===== config.mk =====
export PLATFORM = sky130hd
export DESIGN_NAME = mram_burst_reader
export DESIGN_NICKNAME = d
export VERILOG_FILES = /design/src/rtl/mram_rd_pkg.sv /design/src/rtl/mram_cap_fifo.sv /design/src/rtl/mram_burst_reader.sv
export SDC_FILE = /design/constraint.sdc
export NUM_CORES = 1
export LEC_CHECK = 0
export CORE_MARGIN = 4
export CORE_UTILIZATION = 35
export CTS_BUF_LIST = sky130_fd_sc_hd__clkbuf_4 sky130_fd_sc_hd__clkbuf_8
export DETAILED_ROUTE_END_ITERATION = 10
export PLACE_DENSITY = 0.63
export SLEW_MARGIN = 20
export SYNTH_ARGS = -nofsm -noshare
export SYNTH_HDL_FRONTEND = slang
export SYNTH_SLANG_ARGS = --single-unit

===== constraint.sdc =====
create_clock -name CLK -period 3 [get_ports CLK]
set_clock_uncertainty 0.05 [all_clocks]
set_input_delay 0.6 -clock CLK [delete_from_list [all_inputs] [get_ports CLK]]
set_output_delay 0.6 -clock CLK [all_outputs]
set_load 0.05 [all_outputs]

===== src/rtl/mram_rd_pkg.sv =====
// Shared types and helpers for the MRAM burst reader.
// Sequencer states, lane-index width and timing-counter width.
package mram_rd_pkg;

   typedef enum logic [2:0] {
      IDLE,
      CHK,
      PRE,
      READ,
      CAPT
   } rd_state_t;

   localparam int CYCLE_TPRE_DEF  = 2;
   localparam int CYCLE_TREAD_DEF = 4;

   // Width of the lane index; a single lane still gets one bit.
   function automatic int ch_w(input int n);
      return (n > 1) ? $clog2(n) : 1;
   endfunction

   // Width needed to count down the longer of the two phases.
   function automatic int tcnt_w(input int tpre, input int tread);
      return $clog2(((tpre > tread) ? tpre : tread) + 1);
   endfunction

   localparam int TCNT_W = tcnt_w(CYCLE_TPRE_DEF, CYCLE_TREAD_DEF);

endpackage


===== src/rtl/mram_cap_fifo.sv =====
// Per-lane capture FIFO, first-word-fall-through.
// Head word is visible on rdata whenever empty is low.
module mram_cap_fifo #(
   parameter int DATA_W = 8,
   parameter int AW     = 4
) (
   input  logic              clk,
   input  logic              rst,
   input  logic              wr,
   input  logic [DATA_W-1:0] wdata,
   input  logic              rd,
   output logic [DATA_W-1:0] rdata,
   output logic [AW:0]       count,
   output logic              empty,
   output logic              full
);

   localparam int DEPTH = 1 << AW;
   localparam logic [AW:0] FULL_C = {1'b1, {AW{1'b0}}};

   logic [DATA_W-1:0] mem [DEPTH];
   logic [AW-1:0]     wp;
   logic [AW-1:0]     rp;
   logic              do_rd;

   assign do_rd = rd && !empty;
   assign empty = (count == '0);
   assign full  = (count == FULL_C);
   assign rdata = mem[rp];

   // Storage array; contents need no reset.
   always_ff @(posedge clk) begin
      if (wr) mem[wp] <= wdata;
   end

   // Pointers and occupancy; read+write together keeps count.
   always_ff @(posedge clk or posedge rst) begin
      if (rst) begin
         wp    <= '0;
         rp    <= '0;
         count <= '0;
      end else begin
         if (wr)    wp <= wp + 1'b1;
         if (do_rd) rp <= rp + 1'b1;
         unique case ({wr, do_rd})
            2'b10:   count <= count + 1'b1;
            2'b01:   count <= count - 1'b1;
            default: ;
         endcase
      end
   end

   a_no_ovf: assert property (
      @(posedge clk) disable iff (rst) !(wr && full));

endmodule


===== src/rtl/mram_burst_reader.sv =====
// Burst MRAM reader: sequences EN/A/R_CLK per word and
// streams captured lanes out address-major with back-pressure.
module mram_burst_reader
   import mram_rd_pkg::*;
#(
   parameter int DATA_W      = 8,
   parameter int NUM_CH      = 2,
   parameter int ADDR_W      = 14,
   parameter int FIFO_AW     = 4,
   parameter int CYCLE_TPRE  = CYCLE_TPRE_DEF,
   parameter int CYCLE_TREAD = CYCLE_TREAD_DEF,
   localparam int CH_W       = ch_w(NUM_CH)
) (
   input  logic                     CLK,
   input  logic                     Rst,
   input  logic                     rd_trigger,
   input  logic [ADDR_W-1:0]        start_addr,
   input  logic [ADDR_W-1:0]        burst_len,
   input  logic [NUM_CH*DATA_W-1:0] out_from_mram,
   output logic [ADDR_W-1:0]        A,
   output logic                     EN,
   output logic                     R_CLK,
   output logic [DATA_W-1:0]        dout,
   output logic [CH_W-1:0]          dout_ch,
   output logic                     dout_valid,
   input  logic                     dout_ready,
   output logic                     busy,
   output logic                     done
);

   localparam int TW_REQ = tcnt_w(CYCLE_TPRE, CYCLE_TREAD);
   localparam int TW     = (TW_REQ > TCNT_W) ? TW_REQ : TCNT_W;

   localparam logic [TW-1:0]      PRE_LD  = TW'(CYCLE_TPRE - 1);
   localparam logic [TW-1:0]      RD_LD   = TW'(CYCLE_TREAD - 1);
   localparam logic [CH_W-1:0]    LAST_CH = CH_W'(NUM_CH - 1);
   localparam logic [FIFO_AW:0]   DEPTH_C = {1'b1, {FIFO_AW{1'b0}}};

   rd_state_t         state;
   logic              trig_q;
   logic              trig_edge;
   logic [ADDR_W-1:0] base;
   logic [ADDR_W-1:0] len;
   logic [ADDR_W-1:0] wc;
   logic [TW-1:0]     tcnt;
   logic [CH_W-1:0]   ptr;
   logic              room;
   logic              xfer;
   logic              capt;
   logic [NUM_CH-1:0] emp;
   logic [NUM_CH-1:0] ful;
   logic [NUM_CH-1:0] rd_en;
   logic [FIFO_AW:0]  cnt  [NUM_CH];
   logic [DATA_W-1:0] head [NUM_CH];

   assign trig_edge  = rd_trigger && !trig_q;
   assign capt       = (state == CAPT);
   assign dout_valid = !emp[ptr];
   assign xfer       = dout_valid && dout_ready;
   assign dout       = dout_valid ? head[ptr] : '0;
   assign dout_ch    = ptr;

   // A new word is fetched only when every lane has a free slot.
   always_comb begin
      room = 1'b1;
      for (int k = 0; k < NUM_CH; k++) begin
         if (cnt[k] >= DEPTH_C) room = 1'b0;
      end
   end

   // Pop only the lane under the drain pointer.
   always_comb begin
      rd_en = '0;
      if (xfer) rd_en[ptr] = 1'b1;
   end

   for (genvar k = 0; k < NUM_CH; k++) begin : g_lane
      mram_cap_fifo #(
         .DATA_W (DATA_W),
         .AW     (FIFO_AW)
      ) u_fifo (
         .clk   (CLK),
         .rst   (Rst),
         .wr    (capt),
         .wdata (out_from_mram[k*DATA_W +: DATA_W]),
         .rd    (rd_en[k]),
         .rdata (head[k]),
         .count (cnt[k]),
         .empty (emp[k]),
         .full  (ful[k])
      );
   end

   // Round-robin drain pointer gives address-major order.
   always_ff @(posedge CLK or posedge Rst) begin
      if (Rst) begin
         ptr <= '0;
      end else if (xfer) begin
         ptr <= (ptr == LAST_CH) ? '0 : ptr + 1'b1;
      end
   end

   // Read sequencer with registered MRAM controls.
   always_ff @(posedge CLK or posedge Rst) begin
      if (Rst) begin
         state  <= IDLE;
         trig_q <= 1'b0;
         base   <= '0;
         len    <= '0;
         wc     <= '0;
         tcnt   <= '0;
         A      <= '0;
         EN     <= 1'b0;
         R_CLK  <= 1'b0;
         busy   <= 1'b0;
         done   <= 1'b0;
      end else begin
         trig_q <= rd_trigger;
         done   <= 1'b0;
         unique case (state)
            IDLE: begin
               if (trig_edge) begin
                  base  <= start_addr;
                  len   <= burst_len;
                  wc    <= '0;
                  busy  <= 1'b1;
                  state <= CHK;
               end
            end
            CHK: begin
               if (room) begin
                  A     <= base + wc;
                  EN    <= 1'b1;
                  tcnt  <= PRE_LD;
                  state <= PRE;
               end
            end
            PRE: begin
               if (tcnt == '0) begin
                  R_CLK <= 1'b1;
                  tcnt  <= RD_LD;
                  state <= READ;
               end else begin
                  tcnt <= tcnt - 1'b1;
               end
            end
            READ: begin
               if (tcnt == '0) begin
                  R_CLK <= 1'b0;
                  state <= CAPT;
               end else begin
                  tcnt <= tcnt - 1'b1;
               end
            end
            CAPT: begin
               EN <= 1'b0;
               if (wc == len) begin
                  done  <= 1'b1;
                  busy  <= 1'b0;
                  state <= IDLE;
               end else begin
                  wc    <= wc + 1'b1;
                  state <= CHK;
               end
            end
            default: state <= IDLE;
         endcase
      end
   end

   a_capt_room: assert property (
      @(posedge CLK) disable iff (Rst) !(capt && |ful));

endmodule

# After elaboration in Yosys (flattened, before gate mapping)

Memories as Yosys holds them, arrays and structs flattened.
Cells that the tools add are included.

Bits of input ports: 48
Bits in registers: 94
Memories: 2
Logic and storage cells: 120
Bits in writable memories: 256
Output and inout port bits: 28

Memory list:

| name                 | depth | width | rd ports | clocked after Yosys merged registers in | write ports | RTL line            | RTL |
|---|---|---|---|---|---|---|---|
| g_lane[0].u_fifo.mem | 16    | 8     | 1        | 0                                       | 1           | mram_cap_fifo.sv:21 | `logic [DATA_W-1:0] mem [DEPTH];` |
| g_lane[1].u_fifo.mem | 16    | 8     | 1        | 0                                       | 1           | mram_cap_fifo.sv:21 |  |

Add/sub/neg operators: 12
Magnitude comparators: 5
Reduce and logical (&&, ||, !) cells: 27
Bitwise logic cells: 1
Mux-type cells: 39
Equal/unequal tests: 16

Operator list:

| operator                                            | count |
|---|---|
| two-way mux 8 bit                                   | 4 |
| two-way mux 14 bit                                  | 2 |
| case mux 14 bit (2 select lines)                    | 1 |
| two-way mux 3 bit                                   | 7 |
| case mux 5 bit (2 select lines)                     | 2 |
| adder 4 x 1 -> 4 bit, second input constant         | 4 |
| two-way mux 1 bit                                   | 16 |
| case mux 3 bit (5 select lines)                     | 1 |
| adder 14 x 1 -> 14 bit, second input constant       | 1 |
| adder 14 bit                                        | 1 |
| equality test 14 bit                                | 1 |
| inequality test 2 bit, second input constant        | 7 |
| AND reduction 3 bit                                 | 4 |
| adder 5 x 1 -> 5 bit, second input constant         | 2 |
| >= comparator 5 bit, second input constant          | 2 |
| logical NOT 5 bit                                   | 2 |
| nonzero test 2 bit                                  | 5 |
| subtractor 5 x 1 -> 5 bit, second input constant    | 2 |
| case mux 3 bit (3 select lines)                     | 1 |
| equality test 3 x 2 -> 1 bit, second input constant | 2 |
| logical NOT 3 bit                                   | 2 |
| case mux 1 bit (2 select lines)                     | 3 |
| AND reduction 2 bit                                 | 3 |
| logical AND 1 bit                                   | 5 |
| other kinds (15)                                    | 20 |

# Longest topological paths before layout

Gate-level depths: netlist (run 1).

Depth in word-level cells: 9
Depth in mapped cells: 15
Mapped depth without buffers: 11

# Modules after synthesis

From an unflattened synthesis (run 1), not the netlist that was laid out.

Cell total of the unflattened synthesis: 1003
Area, all modules: 15210.8 µm²

Modules (own cells, without submodules):

| module            | cells each | times used | area an instance (µm²) | seq. area each (µm²) |
|---|---|---|---|---|
| mram_cap_fifo     | 317        | 2          | 5751.8                 | 4169.0 |
| mram_burst_reader | 369        | 1          | 3707.3                 | 1701.6 |

# Worst setup path after synthesis (run 1)

OpenSTA, ideal clock, no wires.

Kind: reg2reg
Start point: register ptr, in the netlist dout_ch
End point: register g_lane[0].u_fifo.count[4]
Stages on the path, launching flop included: 12
Buffers on the path: 2
Data required time: 2.825 ns
Clock period less this slack: 2.964 ns
Setup slack: 0.036 ns
Data arrival time: 2.788 ns
Setup time: 0.125 ns
Cell sequence: dfrtp_1 clkbuf_1 nor3b_1 ha_1 clkbuf_1 xor2_1 ha_1 nor2b_1 o21ai_0 a31oi_1 nor2_1 xor2_1

Cells in the longest elaborated chain, start to end: 8
Elaborated cells on any way between the ends: 15
Classes of those cells: order compare (2); eq/ne (2); mux (6); reduce/logical (5)

Ends and longest elaborated chain:

| what                                                                                    | RTL line                                         | RTL |
|---|---|---|
| start: declaration                                                                      | mram_burst_reader.sv:46                          | `logic [CH_W-1:0] ptr;` |
| start signal: assignment                                                                | mram_burst_reader.sv:99                          | `ptr <= (ptr == LAST_CH) ? '0 : ptr + 1'b1;` |
| less-than comparator 1 x 2 -> 1 bit (implied by the code), or another cell as far along | mram_burst_reader.sv:74                          | `if (xfer) rd_en[ptr] = 1'b1;` |
| logical AND 1 bit (implied by the code) / two-way mux 1 bit (equally long branches)     | mram_burst_reader.sv:74, mram_burst_reader.sv:58 |  |
| two-way mux 1 bit (implied by the code) / logical NOT 1 bit (equally long branches)     | mram_burst_reader.sv:74, mram_burst_reader.sv:58 |  |
| demux 1 bit (select 1 bit) / logical AND 1 bit (equally long branches)                  | mram_burst_reader.sv:74, mram_burst_reader.sv:59 |  |
| two-way mux 2 bit *                                                                     | mram_burst_reader.sv:74                          |  |
| logical AND 1 bit *                                                                     | mram_cap_fifo.sv:26                              | `assign do_rd = rd && !empty;` |
| via g_lane[0].u_fifo.do_rd                                                              | mram_cap_fifo.sv:24                              | `logic do_rd;` |
| equality test 2 x 1 -> 1 bit / equality test 2 bit (equally long branches)              | mram_cap_fifo.sv:45                              | `unique case ({wr, do_rd})` |
| case mux 5 bit (2 select lines) / nonzero test 2 bit (equally long branches)            | -                                                |  |
| end signal: assignment                                                                  | mram_cap_fifo.sv:46                              | `2'b10: count <= count + 1'b1;` |
| end signal: assignment                                                                  | mram_cap_fifo.sv:47                              | `2'b01: count <= count - 1'b1;` |
| end: declaration                                                                        | mram_cap_fifo.sv:13                              | `output logic [AW:0] count,` |

The timed path passes the listed nets; every way through them passes the cells marked *. The select of a mux whose other input is x is not followed.
A chain may end at the register's enable or synchronous reset.

# Worst setup path after layout (run 1)

Start point: register g_lane[0].u_fifo.rp[0]
End point: output port dout[6]

Cells in the longest elaborated chain, start to end: 5

Ends and longest elaborated chain:

| what                                                 | RTL line                | RTL |
|---|---|---|
| start: declaration                                   | mram_cap_fifo.sv:23     | `logic [AW-1:0] rp;` |
| start signal: assignment                             | mram_cap_fifo.sv:44     | `if (do_rd) rp <= rp + 1'b1;` |
| memory (16 x 8 bit)                                  | -                       |  |
| two-way mux 8 bit (implied by the code) (3 in a row) | mram_burst_reader.sv:60 | `assign dout = dout_valid ? head[ptr] : '0;` |
| two-way mux 8 bit                                    | mram_burst_reader.sv:60 |  |
| end: declaration                                     | mram_burst_reader.sv:23 | `output logic [DATA_W-1:0] dout,` |

Every way passes these cells. The select of a mux whose other input is x is not followed.

==> metrics.csv, run 1 <==
stage;metric;value;unit
cells_and_area;final_layout_size_suffix_gt1_share;20.2;%
synth;yosysWarnings;0;
sta;tns;-5.10;ns
critical_path;critical-path-top-delay-family;multiplexers;
synth;synth.avg_cell_area;14.8;um2
floorplanning;die_h;218;um
synth;netlist_top_cells_area;edfxtp_1, dfrtp_1, mux4_2;
min_path;min-delay-path-class;flop to flop;
power;comb_power_share;39.6;%
floorplanning;floorplan.die_area;47400;um2
critical_path;critical_path_fanouts_max;8;
synth;yosys_most_used_dff;edfxtp_1;
synth;synth_cell_types;62;
critical_path;crit-reg2reg-capture;g_lane[1].u_fifo.count[4];
sta;achievable-frequency;270;MHz
detailed_routing;drc;0;
detailed_routing;average_wire_per_cell_in_the_routed_design;19.9;um
grt;grt_util_all_layers;15.2;%
synth;number_of_flops_mapped_to_enable_cells_by_yosys;256;
sta;worstMarginPinSlew;0.757;ns
critical_path;timing.critical_path.from_type;flop;
clock_tree;cts.path.max_buffers;3;
floorplanning;num_rows;76;
critical_path;worst-r2r-setup-slack;0.19;ns
synth;post_synthesis_sequential_element_count;350;
clock_tree;clockRootBuffer;clkbuf_8;
power;power.share.switching;35.8;%
critical_path;critPathBufInv;3;
detailed_routing;drt_pass1_iterations;5;
floorplanning;start_util;35.6;%
power;cellInternalPower;11300;uW
critical_path;timing.critical_path.arrival;3.05;ns
grt;grt_pass1_vias;9353;
sta;rsz0062_at_grt;true;
floorplanning;area_inside_the_core_boundary;43300;um2
power;vdd_ir_drop_max;1380;uV
clock_tree;clkLatencyLatePin;0.63;ns
placement;preCtsSetupSlack;-0.187;ns
clock_tree;tritoncts_num_sinks;350;
synth;syn-num-nets;1127;
cells_and_area;area_growth_from_synthesis_to_layout;19.5;%
clock_tree;clk_pin_slew_worst_paths;0.06;ns
clock_tree;clock_tree_from_tritoncts;done;
floorplanning;fp.dieW;218;um
synth;seq_area_frac_synth;65.2;%
cells_and_area;fill_cells;3919;
critical_path;crit_slowest_cell;mux4_2;
synth;number_of_instances_in_the_synthesized_netlist;1043;
critical_path;worst_setup_path_endpoint;dout[6];
grt;antenna_violations_before_repair;0;
detailed_routing;drt-total-wl;35.9;mm
flow_run;cap_viol_max_count;0;
critical_path;start_point_of_the_critical_path;g_lane[0].u_fifo.rp[0];
detailed_routing;drtAntennaViolNets;0;
cells_and_area;antenna-diode-count;0;
power;powerDensity;957;nW/um2
synth;muxShareOfSynthArea;11.7;%
detailed_routing;vias_per_cell;5.10;
critical_path;crit_path_cell_chain;buf_12 > buf_12 > mux4_2 > mux4_2 > a2111oi_4 > nor2_2 > buf_6;
power;p_seq_share;35.9;%
grt;overflow;0;
synth;synth_top_family_by_area;multiplexers;
synth;synthSimpleGateAreaFrac;9.25;%
grt;largest_net_degree_at_the_start_of_global_routing;95;
synth;synth_fa_ha_area_share;3.02;%
placement;gpl.final_weighted_congestion;0.789;
critical_path;cp.depth;7;
power;power.clock.fraction;24.5;%
cells_and_area;seqCellArea;10000;um2
synth;async_reset_ff_share;26.9;%
synth;synth_compound_gate_area_share;6.02;%
sta;finalHoldViolations;0;
sta;final.min_clock_period;3.70;ns
placement;dp_hpwl;23.3;mm
sta;final.period_utilization;123;%
clock_tree;cts_made_buffers;55;
detailed_routing;vias;9195;
critical_path;worst-endpoint-required;2.35;ns
critical_path;critical_path.endpoint_type;output pin;
critical_path;reg2reg_launch_point;g_lane[1].u_fifo.count[0];
power;power.leakage;0.00679;uW
synth;syn_area;15400;um2
floorplanning;pin_count;76;
sta;final_max_slew_viol_count;0;
critical_path;worst-setup-path-type;flop to output pin;
status;run_status;complete, but fails checks;
sta;layout_setup_ws;-0.702;ns
cells_and_area;final_net_count;1255;
grt;grt_first_pass_wirelength;55.4;mm
sta;setup_viol;9;
cells_and_area;footprint_of_the_multi_input_gates;5090;um2
clock_tree;hold_buffers;0;
synth;netlist.area_leader.share;50.0;%
placement;port_buffers;75;
critical_path;critPathMaxStageDelay;0.54;ns
detailed_routing;detailedRoute.firstIterationViolations;777;
clock_tree;h_tree_depth;2;
power;net-switching-power;6290;uW
sta;timing.max_slew.rel_slack;49.4;%
critical_path;worst-r2r-cell-count;10;
status;violations;negative setup slack;
synth;post-synth-top-area-cell;edfxtp_1;
synth;synthesized_area_fraction_occupied_by_xor_and_xnor_cells;2.56;%
## what timing repair did
action | 4_1_cts | 5_1_grt
endpoints found under the hold margin | 0 | 0
setup endpoints to repair | 9 | 9
gates cloned | 2 | 0
pin swaps | 12 | 9
gates resized for setup | 51 | 10
buffers inserted | 3 | 0
## synth_stat cells, types with 5 or more instances
| cell type | instances |
|---|---|
| nand2b_1 | 5 |
| mux2_2 | 21 |
| o21ai_0 | 19 |
| xnor2_1 | 18 |
| a2111oi_1 | 8 |
| nor4_1 | 6 |
| a21o_1 | 8 |
| o21a_1 | 5 |
| edfxtp_1 | 256 |
| or4_1 | 6 |
| nor2_1 | 53 |
| and2_1 | 35 |
| nand4_1 | 9 |
| nor3_1 | 9 |
| o221ai_1 | 12 |
| clkbuf_1 | 33 |
| nor3b_1 | 6 |
| a21oi_1 | 23 |
| mux4_1 | 21 |
| mux2i_1 | 22 |
| dfrtp_1 | 94 |
| mux4_2 | 35 |
| nand3_1 | 13 |
| buf_1 | 7 |
| o21ai_1 | 11 |
| o211ai_1 | 8 |
| inv_1 | 23 |
| a221o_1 | 8 |
| xor2_1 | 27 |
| nand2_1 | 148 |
| ha_1 | 34 |
## routing by layer
layer	share of wire (%)	vias to the layer above	track usage, %	routed length (um)
met4	2.0	0	4.39	708
met3	5.6	55	3.34	2020
met5	0	-	0	0
met2	47	308	23.7	16900
li1	-	4212	-	-
met1	45	4620	21.4	16200
## logic make-up after synthesis
logic type / Yosys count
AO/OA/AOI/OAI: 132
XOR/XNOR: 45
adder cells (fa/ha/maj): 36
buffers and inverters: 74
flip-flops: 350
multiplexers: 99
AND/OR/NAND/NOR: 307
## worst reg2reg max path, delay by kind of cell (launching register included)
family / cells / cell delay (ns)
AO/OA/AOI/OAI: 2 / 0.35
AND/OR/NAND/NOR: 4 / 0.84
XOR/XNOR: 2 / 0.31
flip-flops: 1 / 0.43
adder cells (fa/ha/maj): 2 / 0.71
## power by group through the flow
stage / logic [uW] / registers, uW / clock network (uW)
6_report: 6970 / 6310 / 4310
5_1_grt: 7480 / 6400 / 4640
4_1_cts: 6940 / 6310 / 4410
3_5_place_dp: 6300 / 6400 / 0
3_3_place_gp: 6180 / 6390 / 0
2_1_floorplan: 4130 / 6520 / 0
## layout make-up
type                       count  area share (%)
sequential                   350            54.6
multi-input combinational    619            27.7
timing repair buffer         120            6.66
clock buffer                  80            5.41
tap                          585            3.98
clock inverter                23            1.08
inverter                      25           0.558
## placed cells by master (no fill, tap or decap), types with 10 or more instances in the layout
master / instances
o21ai_1: 11
nand2_1: 148
clkdlybuf4s50_1: 66
xor2_1: 27
clkbuf_8: 63
buf_6: 10
buf_4: 35
a21oi_1: 23
inv_1: 22
clkbuf_4: 17
mux2_2: 20
nand3_1: 13
nor2_1: 48
o21ai_0: 19
mux2i_1: 22
xnor2_1: 18
clkinv_2: 10
mux4_2: 56
edfxtp_1: 256
dfrtp_1: 92
ha_1: 34
o221ai_1: 12
and2_1: 35
## flip-flops by register name (all words and copies together), names as in the netlist, 3 cells and up
| register | count |
|---|---|
| g_lane.u_fifo.count | 10 |
| tcnt | 3 |
| g_lane.u_fifo.wp | 8 |
| A | 14 |
| g_lane.u_fifo.mem | 256 |
| len | 14 |
| g_lane.u_fifo.rp | 8 |
| state | 3 |
| base | 14 |
| wc | 14 |
## worst min path at each step
stage / start / endpoint / slack (ns) / cells after the start
after floorplan: tcnt[0] / tcnt[0] / 0.39 / 1
after global placement: tcnt[0] / tcnt[0] / 0.41 / 1
after detailed placement: tcnt[0] / tcnt[0] / 0.41 / 1
after CTS: rd_trigger / trig_q / 0.39 / 1
after global routing: rd_trigger / trig_q / 0.42 / 1
final: tcnt[0] / tcnt[0] / 0.43 / 1
## per-stage QoR
| stage | instance area (um2) | utilization (%) | hold slack [ns] | std cells | power [uW] |
|---|---|---|---|---|---|
| final | 18400 | 42.5 | 0.428 | 1802 | 17600 |
| after global routing | 18400 | 42.5 | 0.415 | 1802 | 18500 |
| after CTS | 18400 | 42.5 | 0.393 | 1804 | 17700 |
| after detailed placement | 17000 | 39.3 | 0.413 | 1697 | 12700 |
| after global placement | 17000 | 39.3 | 0.409 | 1697 | 12600 |
| after floorplan | 15400 | - | 0.390 | 1043 | 10700 |
No activity file was read; power rests on OpenSTA's default activity.
==> run 2: changes to the inputs <==
--- a/config.mk
+++ b/config.mk
@@ -5,7 +5,8 @@
 export SDC_FILE = /design/constraint.sdc
 export NUM_CORES = 1
 export LEC_CHECK = 0
-export CORE_MARGIN = 4
+export CAP_MARGIN = 20
+export CORE_MARGIN = 2
 export CORE_UTILIZATION = 35
 export CTS_BUF_LIST = sky130_fd_sc_hd__clkbuf_4 sky130_fd_sc_hd__clkbuf_8
 export DETAILED_ROUTE_END_ITERATION = 10
==> run 2 against run 1 <==
Against the previous run:
- the flow still finishes with violations (negative setup slack)
- total power grew 1.2%
- die area shrank 3.6%
- combinational power grew 2%
- fmax grew 1.4%
- largest cell class unchanged
- highest routed layer unchanged
==> metrics.csv, run 2 (synthesized netlist as in run 1, its figures left out) <==
stage;metric;value;unit;change
critical_path;worst-r2r-setup-slack;0.16;ns;-0.03 ns
floorplanning;area_inside_the_core_boundary;43300;um2;unchanged
clock_tree;clk_pin_slew_worst_paths;0.06;ns;about the same
grt;antenna_violations_before_repair;0;;unchanged
sta;rsz0062_at_grt;true;;
detailed_routing;drtAntennaViolNets;0;;unchanged
floorplanning;pin_count;76;;unchanged
sta;final.period_utilization;122;%;-1.7 points
cells_and_area;max_ffs_per_register;256;;unchanged
clock_tree;cts.path.max_buffers;3;;unchanged
critical_path;reg2reg_launch_point;g_lane[1].u_fifo.count[1];;
sta;achievable-frequency;274;MHz;+1.4%
power;finalPower;17800;uW;+1.2%
detailed_routing;average_wire_per_cell_in_the_routed_design;20.2;um;+1.2%
critical_path;critical_path_fanouts_max;5;;-3
flow_run;cap_viol_max_count;0;;unchanged
critical_path;worst-r2r-cell-count;10;;unchanged
grt;overflow;0;;unchanged
sta;setup_viol;8;;-1
detailed_routing;drc;0;;unchanged
power;vdd_ir_drop_max;989;uV;-28%
detailed_routing;vias_per_cell;5.11;;+0.21%
placement;port_buffers;75;;unchanged
critical_path;timing.critical_path.arrival;3.00;ns;-0.05 ns
power;power.leakage;0.00683;uW;+0.56%
detailed_routing;detailedRoute.firstIterationViolations;667;;-14%
cells_and_area;final_net_count;1258;;+0.24%
detailed_routing;drt-total-wl;36.5;mm;+1.5%
sta;tns;-4.78;ns;+0.320 ns
power;powerDensity;962;nW/um2;+0.57%
cells_and_area;finished_layout_cells;1807;;+0.28%
floorplanning;die_h;214;um;-1.8%
critical_path;timing.critical_path.from_type;flop;;
critical_path;worst-endpoint-required;2.35;ns;about the same
cells_and_area;layout_commonest_cell;edfxtp_1;;
grt;largest_net_degree_at_the_start_of_global_routing;41;;-57%
grt;grt_util_all_layers;16.3;%;+1.1 points
sta;timing.max_slew.rel_slack;48.5;%;-0.91 points
clock_tree;clkLatencyLatePin;0.63;ns;about the same
critical_path;worst-setup-path-type;flop to output pin;;
critical_path;critical_path.endpoint_type;output pin;;
cells_and_area;area_growth_from_synthesis_to_layout;20.2;%;
placement;gpl.final_weighted_congestion;0.816;;+3.5%
critical_path;crit-reg2reg-capture;g_lane[1].u_fifo.count[4];;
critical_path;start_point_of_the_critical_path;g_lane[0].u_fifo.rp[0];;
sta;layout_setup_ws;-0.652;ns;+0.0504 ns
floorplanning;floorplan.die_area;45700;um2;-3.6%
clock_tree;clock_tree_from_tritoncts;done;;
grt;grt_first_pass_wirelength;55.4;mm;unchanged
detailed_routing;drt_pass1_iterations;5;;unchanged
cells_and_area;antenna-diode-count;0;;unchanged
status;violations;negative setup slack;;
floorplanning;start_util;35.6;%;unchanged
clock_tree;cts_made_buffers;57;;+3.6%
floorplanning;fp.dieW;214;um;-1.8%
placement;dp_hpwl;23.4;mm;+0.38%
sta;final.min_clock_period;3.65;ns;-0.0504 ns
detailed_routing;vias;9240;;+0.49%
placement;numPlacedInstances;1690;;-0.41%
sta;fin_worst_hold_slack;0.316;ns;-0.112 ns
clock_tree;tritoncts_num_sinks;350;;unchanged
grt;grt_pass1_vias;9417;;+0.68%
floorplanning;num_rows;76;;unchanged
cells_and_area;mostFrequentLayoutCells;edfxtp_1, nand2_1, dfrtp_1;;
sta;final_max_slew_viol_count;0;;unchanged
cells_and_area;regMostFlops;g_lane.u_fifo.mem;;
min_path;min-delay-path-class;input pin to async pin;;
sta;worstMarginPinSlew;0.770;ns;+0.0136 ns
clock_tree;h_tree_depth;2;;unchanged
clock_tree;clockRootBuffer;clkbuf_8;;
status;run_status;complete, but fails checks;;
cells_and_area;final_layout_size_suffix_gt1_share;20.9;%;+0.74 points
sta;finalHoldViolations;0;;unchanged
-- run 2: cell count changes in the layout (fill, tap and decap cells not counted), sizes merged --
| cell | delta |
|---|---|
| mux2 | +1 |
| inv | +1 |
| bufinv | +1 |
| clkbuf | +3 |
| clkinv | -1 |
-- run 2: final cells by class --
type                    count  area (um2)
fillers                  3886       24800
flip-flops and latches    350       10000
multi-input cells         620        5120
repair buffers            120        1270
clock buffers              83         998
well taps                 585         732
clock inverters            24         224
inverters                  25         100
-- run 2: repair_timing --
item	in CTS	in global routing
hold buffers	0	0
buffers inserted	5	1
endpoints found under the setup margin	9	10
gates cloned	4	0
pin swaps	9	2
gates resized for setup	57	13
-- run 2: worst max-delay path by stage --
stage	to	slack, ns	cells past startpoint
2_1_floorplan	g_lane[0].u_fifo.count[4]	0.04	11
3_3_place_gp	dout[4]	-0.13	6
3_5_place_dp	dout[4]	-0.17	6
4_1_cts	dout[0]	-0.70	7
5_1_grt	dout[0]	-0.75	7
6_report	dout[0]	-0.65	7
-- run 2: where the power goes --
part / switching, uW / internal, uW / leakage (uW)
logic: 3880 / 3200 / 0.00271
registers: 552 / 5740 / 0.00347
clock network: 1930 / 2490 / 0.000652
total: 6360 / 11400 / 0.00683
-- run 2: critical path: stages (launching register included) --
cell and delay (ns):
dfrtp_2 0.45, buf_12 0.14, buf_16 0.13, mux4_2 0.51, mux4_2 0.55, a2111oi_4 0.34, nor2_2 0.09, buf_6 0.16
-- run 2: metrics by stage --
step,setup WS [ns],cell area [um2],utilization [%]
floorplan,0.0364,15400,-
global placement,-0.134,17000,39.2
detailed placement,-0.174,17000,39.2
CTS,-0.704,18500,42.7
global route,-0.750,18500,42.7
finish,-0.652,18500,42.7
-- run 2: routing by layer --
layer	track usage [%]	vias up	routed length (um)
met4	5.77	0	893
li1	-	4217	-
met5	0	-	0
met3	3.02	63	2330
met2	26.0	323	17300
met1	22.3	4637	16000
==> run 3: changes to the inputs <==
--- a/config.mk
+++ b/config.mk
@@ -11,6 +11,7 @@
 export CTS_BUF_LIST = sky130_fd_sc_hd__clkbuf_4 sky130_fd_sc_hd__clkbuf_8
 export DETAILED_ROUTE_END_ITERATION = 10
 export PLACE_DENSITY = 0.63
+export SKIP_LAST_GASP = 1
 export SLEW_MARGIN = 20
 export SYNTH_ARGS = -nofsm -noshare
 export SYNTH_HDL_FRONTEND = slang
==> run 3 against run 2 <==
Against the previous run:
- the flow still finishes with violations (negative setup slack)
- sequential cell count is the same
- sequential share of layout area shrank 0.18 points
- total power grew 0.27%
- via count grew 0.11%
- cell area grew 0.34%
- critical endpoint unchanged
- clock-buffer cell count is the same
- setup slack lost 0.042 ns
- first-iteration DRC count shrank 7.6%
- largest power group unchanged
- critical path depth is the same
- sequential power is essentially flat
- hold slack lost 0.0028 ns
==> metrics.csv, run 3 (synthesized netlist as in run 1, its figures left out) <==
stage;metric;value;unit;change
min_path;min-delay-path-class;input pin to async pin;;
grt;grt_first_pass_wirelength;55.4;mm;about the same
floorplanning;die_h;214;um;unchanged
sta;final.period_utilization;123;%;+1.4 points
grt;grt_pass1_vias;9478;;+0.65%
floorplanning;floorplan.die_area;45700;um2;unchanged
grt;antenna_violations_before_repair;0;;unchanged
detailed_routing;drt_pass1_iterations;5;;unchanged
sta;achievable-frequency;271;MHz;-1.1%
placement;preCtsSetupSlack;-0.174;ns;unchanged
floorplanning;area_inside_the_core_boundary;43300;um2;unchanged
detailed_routing;detailedRoute.firstIterationViolations;616;;-7.6%
power;vdd_ir_drop_max;1000;uV;+1.3%
sta;final_max_slew_viol_count;0;;unchanged
detailed_routing;drc;0;;unchanged
detailed_routing;average_wire_per_cell_in_the_routed_design;20.1;um;-0.14%
flow_run;cap_viol_max_count;0;;unchanged
critical_path;worst-endpoint-required;2.35;ns;about the same
sta;layout_setup_ws;-0.694;ns;-0.0423 ns
sta;setup_viol;8;;unchanged
placement;numPlacedInstances;1690;;unchanged
power;powerDensity;961;nW/um2;about the same
critical_path;critical_path_fanouts_max;5;;unchanged
cells_and_area;max_ffs_per_register;256;;unchanged
critical_path;timing.critical_path.arrival;3.04;ns;+0.04 ns
detailed_routing;vias_per_cell;5.11;;about the same
critical_path;critical_path.endpoint_type;output pin;;
clock_tree;clockRootBuffer;clkbuf_8;;
cells_and_area;fin_util;42.9;%;+0.14 points
detailed_routing;drt-total-wl;36.5;mm;about the same
sta;tns;-5.05;ns;-0.268 ns
cells_and_area;antenna-diode-count;0;;unchanged
status;violations;negative setup slack;;
floorplanning;pin_count;76;;unchanged
placement;port_buffers;75;;unchanged
cells_and_area;final_net_count;1261;;+0.24%
floorplanning;num_rows;76;;unchanged
cells_and_area;regMostFlops;g_lane.u_fifo.mem;;
clock_tree;clock_tree_from_tritoncts;done;;
floorplanning;start_util;35.6;%;unchanged
sta;worstMarginPinSlew;0.782;ns;+0.0116 ns
placement;gpl.final_weighted_congestion;0.816;;unchanged
cells_and_area;mostFrequentLayoutCells;edfxtp_1, nand2_1, dfrtp_1;;
cells_and_area;layout_commonest_cell;edfxtp_1;;
clock_tree;hold_buffers;0;;unchanged
clock_tree;clkLatencyLatePin;0.63;ns;about the same
cells_and_area;finished_layout_cells;1810;;+0.17%
critical_path;timing.critical_path.from_type;flop;;
clock_tree;h_tree_depth;2;;unchanged
cells_and_area;area_growth_from_synthesis_to_layout;20.6;%;
clock_tree;tritoncts_num_sinks;350;;unchanged
sta;final.min_clock_period;3.69;ns;+0.0423 ns
sta;finalHoldViolations;0;;unchanged
grt;overflow;0;;unchanged
grt;grt_util_all_layers;16.3;%;about the same
clock_tree;clk_pin_slew_worst_paths;0.06;ns;about the same
sta;timing.max_slew.rel_slack;47.7;%;-0.77 points
grt;largest_net_degree_at_the_start_of_global_routing;41;;unchanged
floorplanning;fp.dieW;214;um;unchanged
status;run_status;complete, but fails checks;;
power;power.leakage;0.00687;uW;+0.67%
clock_tree;cts_made_buffers;57;;unchanged
cells_and_area;final_layout_size_suffix_gt1_share;20.7;%;-0.30 points
sta;rsz0062_at_grt;true;;
detailed_routing;vias;9250;;+0.11%
placement;dp_hpwl;23.4;mm;unchanged
clock_tree;cts.path.max_buffers;3;;unchanged
detailed_routing;drtAntennaViolNets;0;;unchanged
critical_path;worst-setup-path-type;flop to output pin;;
## run 3: changes by cell type in the layout (fill, tap and decap cells not counted), sizes merged
cell	change
clkbuf	+1
buf	+2
## run 3: area by class of cell
| type | count | area (um2) |
|---|---|---|
| inverter | 25 | 100 |
| fill | 3875 | 24700 |
| clock inverter | 24 | 224 |
| tap | 585 | 732 |
| clock buffer | 83 | 998 |
| sequential | 350 | 10000 |
| multi-input combinational | 620 | 5140 |
| timing repair buffer | 123 | 1310 |
## run 3: worst paths after layout
check,from,endpoint,slack (ns),cells past startpoint
min reg2reg,g_lane[1].u_fifo.rp[3],g_lane[1].u_fifo.rp[3],0.42,1
min,Rst,base[13],0.31,2
max in group asynchronous,Rst,A[2],1.94,3
min in group CLK,rd_trigger,trig_q,0.40,1
max reg2reg,g_lane[1].u_fifo.count[1],g_lane[1].u_fifo.count[4],0.16,10
max,g_lane[0].u_fifo.rp[0],dout[0],-0.69,7
## run 3: worst max-delay path: stages, from the launching register on
cell	delay, ns
dfrtp_2	0.43
buf_12	0.14
buf_16	0.12
mux4_2	0.51
mux4_2	0.55
a2111oi_4	0.39
nor2_2	0.10
buf_6	0.16
## run 3: per-stage QoR
stage,hold slack (ns),area (um2),total power (uW)
4_1_cts,0.284,18500,17800
6_report,0.313,18600,17800
3_5_place_dp,0.418,17000,12600
2_1_floorplan,0.390,15400,10700
5_1_grt,0.334,18600,18800
3_3_place_gp,0.405,17000,12500
## run 3: layer usage
metal / global-route usage [%] / wire length [um]
met3: 3.16 / 2430
met1: 22.0 / 15900
met2: 26.1 / 17200
met5: 0 / 0
met4: 6.01 / 920
## run 3: power by group
part | leakage, uW | total (uW) | switching [uW] | internal, uW
Sequential | 0.00347 | 6290 | 550 | 5740
Combinational | 0.00275 | 7130 | 3890 | 3240
Clock | 0.000652 | 4420 | 1930 | 2490
## run 3: timing repair
action / 4_1_cts / 5_1_grt
setup buffers: 5 / 3
gates cloned: 4 / 1
pin swaps: 9 / 5
resized for setup: 48 / 16
setup endpoints to repair: 9 / 10
